[config.mk]
export PLATFORM = sky130hd
export DESIGN_NAME = operand_stage
export DESIGN_NICKNAME = d
export VERILOG_FILES = /design/src/rtl/operand_stage.sv
export SDC_FILE = /design/constraint.sdc
export NUM_CORES = 1
export LEC_CHECK = 0
export BUFFER_PORTS_ARGS = -buffer_cell sky130_fd_sc_hd__buf_2
export CAP_MARGIN = 20
export CORE_MARGIN = 8
export CORE_UTILIZATION = 55
export DETAILED_ROUTE_END_ITERATION = 8
export PLACE_DENSITY = 0.76
export SYNTH_ARGS = -nofsm -noshare
export SYNTH_HDL_FRONTEND = slang
export SYNTH_SLANG_ARGS = --single-unit
export TNS_END_PERCENT = 1
[constraint.sdc]
create_clock -name clk -period 2.45 [get_ports clk]
set_input_delay 0.245 -clock clk [delete_from_list [all_inputs] [get_ports clk]]
set_output_delay 0.245 -clock clk [all_outputs]
set_load 0.02 [all_outputs]
[src/rtl/operand_stage.sv]
// Operand fetch / writeback stage: decodes one instruction, presents operands to an
// external combinational ALU, then writes the result back three cycles per instruction.
module operand_stage #(
    parameter int NUM_REGS = 8
) (
    input  logic        clk,
    input  logic        rst_n,
    input  logic        in_valid,
    output logic        in_ready,
    input  logic [31:0] in_instr,
    output logic [4:0]  alu_opcode,
    output logic [31:0] alu_a,
    output logic [31:0] alu_b,
    input  logic [31:0] alu_result,
    input  logic        alu_zero,
    output logic        zflag,
    output logic        illegal,
    output logic [15:0] retire_count,
    output logic [1:0]  state_dbg
);

    typedef enum logic [1:0] {
        IDLE = 2'd0,
        EXEC = 2'd1,
        WB   = 2'd2
    } state_t;

    localparam logic [3:0] NREGS    = 4'(NUM_REGS);
    localparam logic [4:0] OP_STORE = 5'b00010;

    state_t      state;
    state_t      state_nx;
    logic        handshake;

    logic [4:0]  f_op;
    logic [2:0]  f_rd;
    logic [2:0]  f_rs1;
    logic [2:0]  f_rs2;
    logic        f_use_imm;
    logic [31:0] f_imm_sx;
    logic        unused_bits;

    logic [31:0] regs [0:7];
    logic [31:0] rs1_val;
    logic [31:0] rs2_val;

    logic [4:0]  op_q;
    logic [2:0]  rd_q;
    logic [31:0] res_q;
    logic        zero_q;
    logic        op_legal;
    logic        rd_writable;

    assign f_op        = in_instr[31:27];
    assign f_rd        = in_instr[26:24];
    assign f_rs1       = in_instr[23:21];
    assign f_rs2       = in_instr[20:18];
    assign f_use_imm   = in_instr[17];
    assign f_imm_sx    = {{16{in_instr[15]}}, in_instr[15:0]};
    assign unused_bits = in_instr[16];

    // Handshake rules: a transfer happens at a rising edge where in_valid && in_ready;
    // in_ready is high only in IDLE and does not depend on in_valid.
    assign handshake = in_valid && in_ready;
    assign state_dbg = state;

    assign op_legal    = (op_q >= 5'b00001) && (op_q <= 5'b01010);
    assign rd_writable = (rd_q != 3'd0) && ({1'b0, rd_q} < NREGS);

    // R0 and registers beyond the configured depth always read as zero.
    always_comb begin
        rs1_val = '0;
        rs2_val = '0;
        if (f_rs1 != 3'd0 && {1'b0, f_rs1} < NREGS) rs1_val = regs[f_rs1];
        if (f_rs2 != 3'd0 && {1'b0, f_rs2} < NREGS) rs2_val = regs[f_rs2];
    end

    always_ff @(posedge clk or negedge rst_n) begin
        if (!rst_n) state <= IDLE;
        else        state <= state_nx;
    end

    always_comb begin
        state_nx = state;
        in_ready = 1'b0;
        case (state)
            IDLE: begin
                in_ready = 1'b1;
                if (in_valid) state_nx = EXEC;
            end
            EXEC:    state_nx = WB;
            WB:      state_nx = IDLE;
            default: state_nx = IDLE;
        endcase
    end

    always_ff @(posedge clk or negedge rst_n) begin
        if (!rst_n) begin
            alu_opcode   <= '0;
            alu_a        <= '0;
            alu_b        <= '0;
            op_q         <= '0;
            rd_q         <= '0;
            res_q        <= '0;
            zero_q       <= 1'b0;
            zflag        <= 1'b0;
            illegal      <= 1'b0;
            retire_count <= '0;
            for (int i = 0; i < 8; i++) regs[i] <= '0;
        end else begin
            illegal <= 1'b0;
            case (state)
                IDLE: begin
                    if (handshake) begin
                        op_q       <= f_op;
                        rd_q       <= f_rd;
                        alu_opcode <= f_op;
                        alu_a      <= rs1_val;
                        alu_b      <= f_use_imm ? f_imm_sx : rs2_val;
                    end
                end
                EXEC: begin
                    res_q  <= alu_result;
                    zero_q <= alu_zero;
                end
                WB: begin
                    retire_count <= retire_count + 16'd1;
                    if (op_legal) begin
                        zflag <= zero_q;
                        if (op_q != OP_STORE && rd_writable) regs[rd_q] <= res_q;
                    end else begin
                        illegal <= 1'b1;
                    end
                end
                default: ;
            endcase
        end
    end

endmodule

# Yosys cells after proc, flatten, opt, wreduce, memory -nomap -nowiden
# Cells that the tools add are included.
[word_totals]
out_inout_bits = 90
reg_bits = 381
input_bits = 68
wordCells = 60
[op_classes]
reduce_logical = 11
bitwise = 3
n_eq_ne = 4
muxes = 17
n_lt_le_gt_ge = 6
n_addsub = 1
[op_table]
columns = ["op", "count"]
rows = [
  ["256-bit bitwise mux", 1],
  ["32-bit 2-to-1 mux", 8],
  ["32-bit binary-select mux with 3-bit select", 2],
  ["32-bit demux with 3-bit select", 1],
  ["16-bit by 1-bit adder with 16-bit output (second input constant)", 1],
  ["4-bit >= comparator (second input constant)", 3],
  ["3-bit NOT with 4-bit output", 3],
  ["3-bit nonzero test", 3],
  ["5-bit by 1-bit >= comparator with 1-bit output (second input constant)", 1],
  ["5-bit by 4-bit <= comparator with 1-bit output (second input constant)", 1],
  ["5-bit by 2-bit != test with 1-bit output (second input constant)", 1],
  ["1-bit logical AND", 4],
  ["4-bit by 1-bit < comparator with 1-bit output (second input constant)", 1],
  ["2-bit one-hot mux with 2 select lines", 1],
  ["2-bit AND reduction", 2],
  ["1-bit 2-to-1 mux", 3],
  ["3-bit AND reduction", 1],
  ["2-bit by 1-bit equality test with 1-bit output (second input constant)", 1],
  ["2-bit equality test (second input constant)", 1],
  ["2-bit zero test", 1],
  ["2-bit 2-to-1 mux", 1],
  ["2-bit != test (second input constant)", 1],
]

# Logic depth before layout (Yosys ltp)
[depth]
word_depth = 6
mapped_depth = 7
depth_no_buf = 5

# Least setup slack after synthesis
# OpenSTA, ideal clock, no wires.
[synth_timing]
path_type = "register to register"
from = "reg state[1] (netlist: state_dbg[1])"
to = "reg regs[100] (netlist bit)"
path_slack_ns = 0.279
setup_time_ns = 0.128
synth_period_minus_slack_ns = 2.171
path_buffers = 2
path_stages_with_launch = 7
arrival_ns = 2.044
t_required_ns = 2.322
cell_sequence = "dfrtp_1 -> or3b_1 -> a211oi_2 -> and4b_1 -> buf_2 -> buf_4 -> mux2_1"
[synth_via]
elab_chain_len = 2
[synth_rtl]
columns = ["item", "line", "text"]
rows = [
  ["from (decl)", "31", "state_t state;"],
  ["from (signal assigned)", "80", "else state <= state_nx;"],
  ["2-bit equality test", "112", "case (state)"],
  ["3-bit AND reduction (no source line)", "n/a", ""],
  ["to (signal, indexed assignment)", "130", "if (op_q != OP_STORE && rd_writable) regs[rd_q] <= res_q;"],
  ["to (decl)", "43", "logic [31:0] regs [0:7];"],
]
# Every way passes these cells.
# A chain may end at the register's enable or synchronous reset.

# Worst setup path in the final report
[layout_timing]
from = "reg op_q[4]"
to = "reg regs[106] (netlist bit)"
[layout_via]
elab_chain_len = 3
word_cells_on_any_way = 6
cone_classes = "2 x order compare; 1 x eq/ne; 3 x reduce/logical"
[layout_rtl]
columns = ["item", "line", "text"]
rows = [
  ["from (decl)", "47", "logic [4:0] op_q;"],
  ["from (signal assigned)", "115", "op_q <= f_op;"],
  ["5-bit by 1-bit >= comparator with 1-bit output, or another cell as far along", "67", "assign op_legal = (op_q >= 5'b00001) && (op_q <= 5'b01010);"],
  ["1-bit logical AND, on equally long branches", "67, 130", ""],
  ["3-bit AND reduction (no source line) (*)", "n/a", ""],
]
# Every way passes the cells marked *; elsewhere a longest branch is shown, timed or not.

==> metrics.txt <==
fmax 0.449 GHz; wire length of the first global-routing pass 71500 um; worst skew pair latency approximately 0.53 ns; DIE AREA ~36000 um^2; Critical Path RT roughly 2.9 ns; IO Port Bufs 156; Worst Hold Class input pin to register; final cell count without fillers roughly 1900; asr flop ratio synth 100%; number of global-route vias before repair around 12000; RSZ-0062 raised after global routing false; Cell Pwr Density between 1000 and 1500 nW/um^2; maximum buffer depth of the clock tree 3; Final setup viols 0; overall power about 21 mW; TritonRoute pass-1 iters 5; die height between 150 and 200 um; initial antenna violation count 0; syn avg cell area around 13 um^2; Tcrit/Tclk final about nine tenths; HPWL Detailed ~27000 um; Final Max Tran Viols 0; Initial Util roughly 55%; total number of vias around 12000; MaxCap Viol Count 0; number of synthesis warnings 0; largest net degree at the start of global routing roughly 70; nets@finish roughly 1500; worst setup path class register to register; Critical-path top delay cell and4b_2; Wirelength per Cell 24.0 um; critical path fanouts, max 17; Core Footprint roughly 30000 um^2; Yosys cell types 40; Seq/Total Area, Yosys between 50% and 60%; status complete, no violations; final WL 45100 um; Yosys reg bits approximately 350; LEAKAGE 9.47 nW; Post-CTS Setup Bufs 0; max_slew headroom 57.6%; H-tree levels 2; CP Capture Type register; routed vias/inst 6.25; Worst VDD drop between 500 and 600 uV; area grow syn2layout 19.3%; CTS tree yes; Syn Inst Count 1255; row count 64; Top FF cell, synth dfrtp_1; placer congestion estimate between 0.7 and 0.8; Setup TNS 0 ns; CP Buf/Inv Count 1; Worst path top cell family by delay simple AND/OR/NAND/NOR gates; Reg clk slew, reported paths roughly 0.060 ns; CP Launch Type register; io pins about 160; Total Routing Usage GR around 25%; CP arrival 2.63 ns; Root Driver clkbuf_16; largest stage delay on the critical path between 0.4 and 0.5 ns; Final ANT Viol Nets 0; CP Cell Sequence or3b_1 > a211oi_2 > and4b_2 > buf_12 > mux2_1; skew final 0.0177 ns; width of the die ~190 um; Num CTS Buffers 39; post-synth net total approximately 1300; Post-Syn Area between 15000 and 20000 um^2; Tmin final between 2 and 2.5 ns; Initial DRC Count around 930; Post-synth EDFFs 0; layout cells sized above 1 38.7%; Slew @ Worst Pin 0.635 ns; clock sinks 349; post-route DRC violation count 0; Placed Instances about 1800; Congestion Overflow GR 0; Final Hold Vio Count 0; diodes inserted 0
==> worst reg2reg max path: stages (launching register included) <==
cell and delay (ns):
dfrtp_1 0.37, or3b_1 0.40, a211oi_2 0.31, and4b_2 0.45, buf_12 0.23, mux2_1 0.36
==> power breakdown <==
part | internal (mW) | switching (mW)
sequential | 7.90 | 1.89
clock | 3.32 | 2.30
combinational | 3.06 | 2.47
total | 14.3 | 6.65
==> synth_stat cells, drive strengths merged (5+ instances only) <==
| master | instances | share of area (%) |
|---|---|---|
| nand2 | 65 | 1.5 |
| nor2b | 53 | 2.0 |
| o22ai | 11 | 0.41 |
| and3 | 18 | 0.67 |
| o31ai | 45 | 2.0 |
| a22oi | 16 | 0.72 |
| nand3 | 5 | 0.15 |
| xnor2 | 12 | 0.63 |
| dfrtp | 349 | 52 |
| a211oi | 14 | 0.66 |
| a221oi | 62 | 3.2 |
| a21oi | 17 | 0.53 |
| o21ai | 9 | 0.27 |
| buf | 41 | 1.3 |
| nor2 | 21 | 0.47 |
| mux2 | 349 | 23 |
| a311o | 10 | 0.60 |
| clkbuf | 62 | 1.4 |
| nand4 | 7 | 0.26 |
| mux2i | 22 | 1.3 |
| mux4 | 36 | 4.8 |
| a31oi | 7 | 0.26 |
==> routing by layer <==
metal  GRT usage [%]  routed length [um]  vias to the layer above  share of wire, %
met5               0                   0                        -                 0
met1            32.8               18900                     6079                42
met4            6.74                 925                        0               2.1
li1                -                   -                     5147                 -
met3            4.50                2910                       81               6.4
met2            42.2               22400                      412                50
==> cell type report <==
type / instances / area, um^2
clock buffers: 58 / 1140
clock inverters: 10 / 90.1
fillers: 2212 / 10300
inverters: 2 / 7.51
multi-input cells: 801 / 7560
flip-flops and latches: 349 / 8730
well taps: 396 / 495
repair buffers: 260 / 1930
==> placed cells by master (no fill, tap or decap), types with 2 or more instances in the layout <==
master	n
nand4_1	7
nand3_1	3
nand3b_1	2
clkbuf_8	7
dfrtp_1	349
a21o_1	2
nand2_1	65
mux2i_1	22
o31ai_1	45
mux4_2	36
o21ai_0	9
xor2_1	3
o22ai_1	11
a221oi_1	62
buf_4	44
nand3_2	2
a31oi_1	7
mux2_1	97
clkbuf_1	11
buf_2	153
clkinv_2	7
and4b_2	2
buf_12	20
a311o_1	10
dlygate4sd3_1	42
and3_1	18
mux2_2	252
nor3_1	3
nor2b_1	51
xnor2_1	12
a21oi_1	16
a22oi_1	16
clkbuf_16	40
nand2b_1	3
a211oi_1	13
nor2_1	21
==> flip-flops by register name, indices dropped and copies added (netlist names) <==
| register | flops |
|---|---|
| alu_a | 32 |
| alu_b | 32 |
| illegal | 1 |
| op_q | 5 |
| rd_q | 3 |
| regs | 224 |
| res_q | 32 |
| retire_count | 16 |
| state_dbg | 2 |
| zero_q | 1 |
| zflag | 1 |
==> cell families after synthesis <==
family	Yosys count	synth area share, %
adder cells (fa/ha/maj)	1	0.0748
multiplexers	407	29.7
flip-flops	349	52.2
buffers and inverters	105	2.75
XOR/XNOR	15	0.786
AND/OR/NAND/NOR	185	5.71
AO/OA/AOI/OAI	193	8.81
==> timing repair <==
action                                  4_1_cts  5_1_grt
endpoints found under the setup margin        0        0
endpoints found under the hold margin        89        0
hold buffers                                 42        0
gates resized for setup                       0        0
==> stage by stage <==
stage | hold WS (ns) | area (um^2) | worst slack (ns) | utilization (%)
floorplan | -0.0506 | 16700 | 0.279 | -
CTS | 0.0300 | 20000 | 0.216 | 65.9
global route | 0.0632 | 20000 | 0.0635 | 65.9
finish | 0.0491 | 20000 | 0.225 | 65.9
global placement | 0.224 | 18300 | 0.229 | 60.5
detailed placement | 0.219 | 18300 | 0.222 | 60.5
==> final timing paths <==
check,start,end,slack [ns],cells past startpoint
min in group asynchronous,rst_n,retire_count[5],0.26,2
hold / removal,in_instr[9],alu_b[9],0.05,4
max in group asynchronous,rst_n,regs[69],1.38,4
hold reg to reg,alu_a[7],alu_a[7],0.47,2
setup / recovery,op_q[4],regs[106],0.23,5
setup reg to reg,op_q[4],regs[106],0.23,5
(Power assumes the default switching activity.)
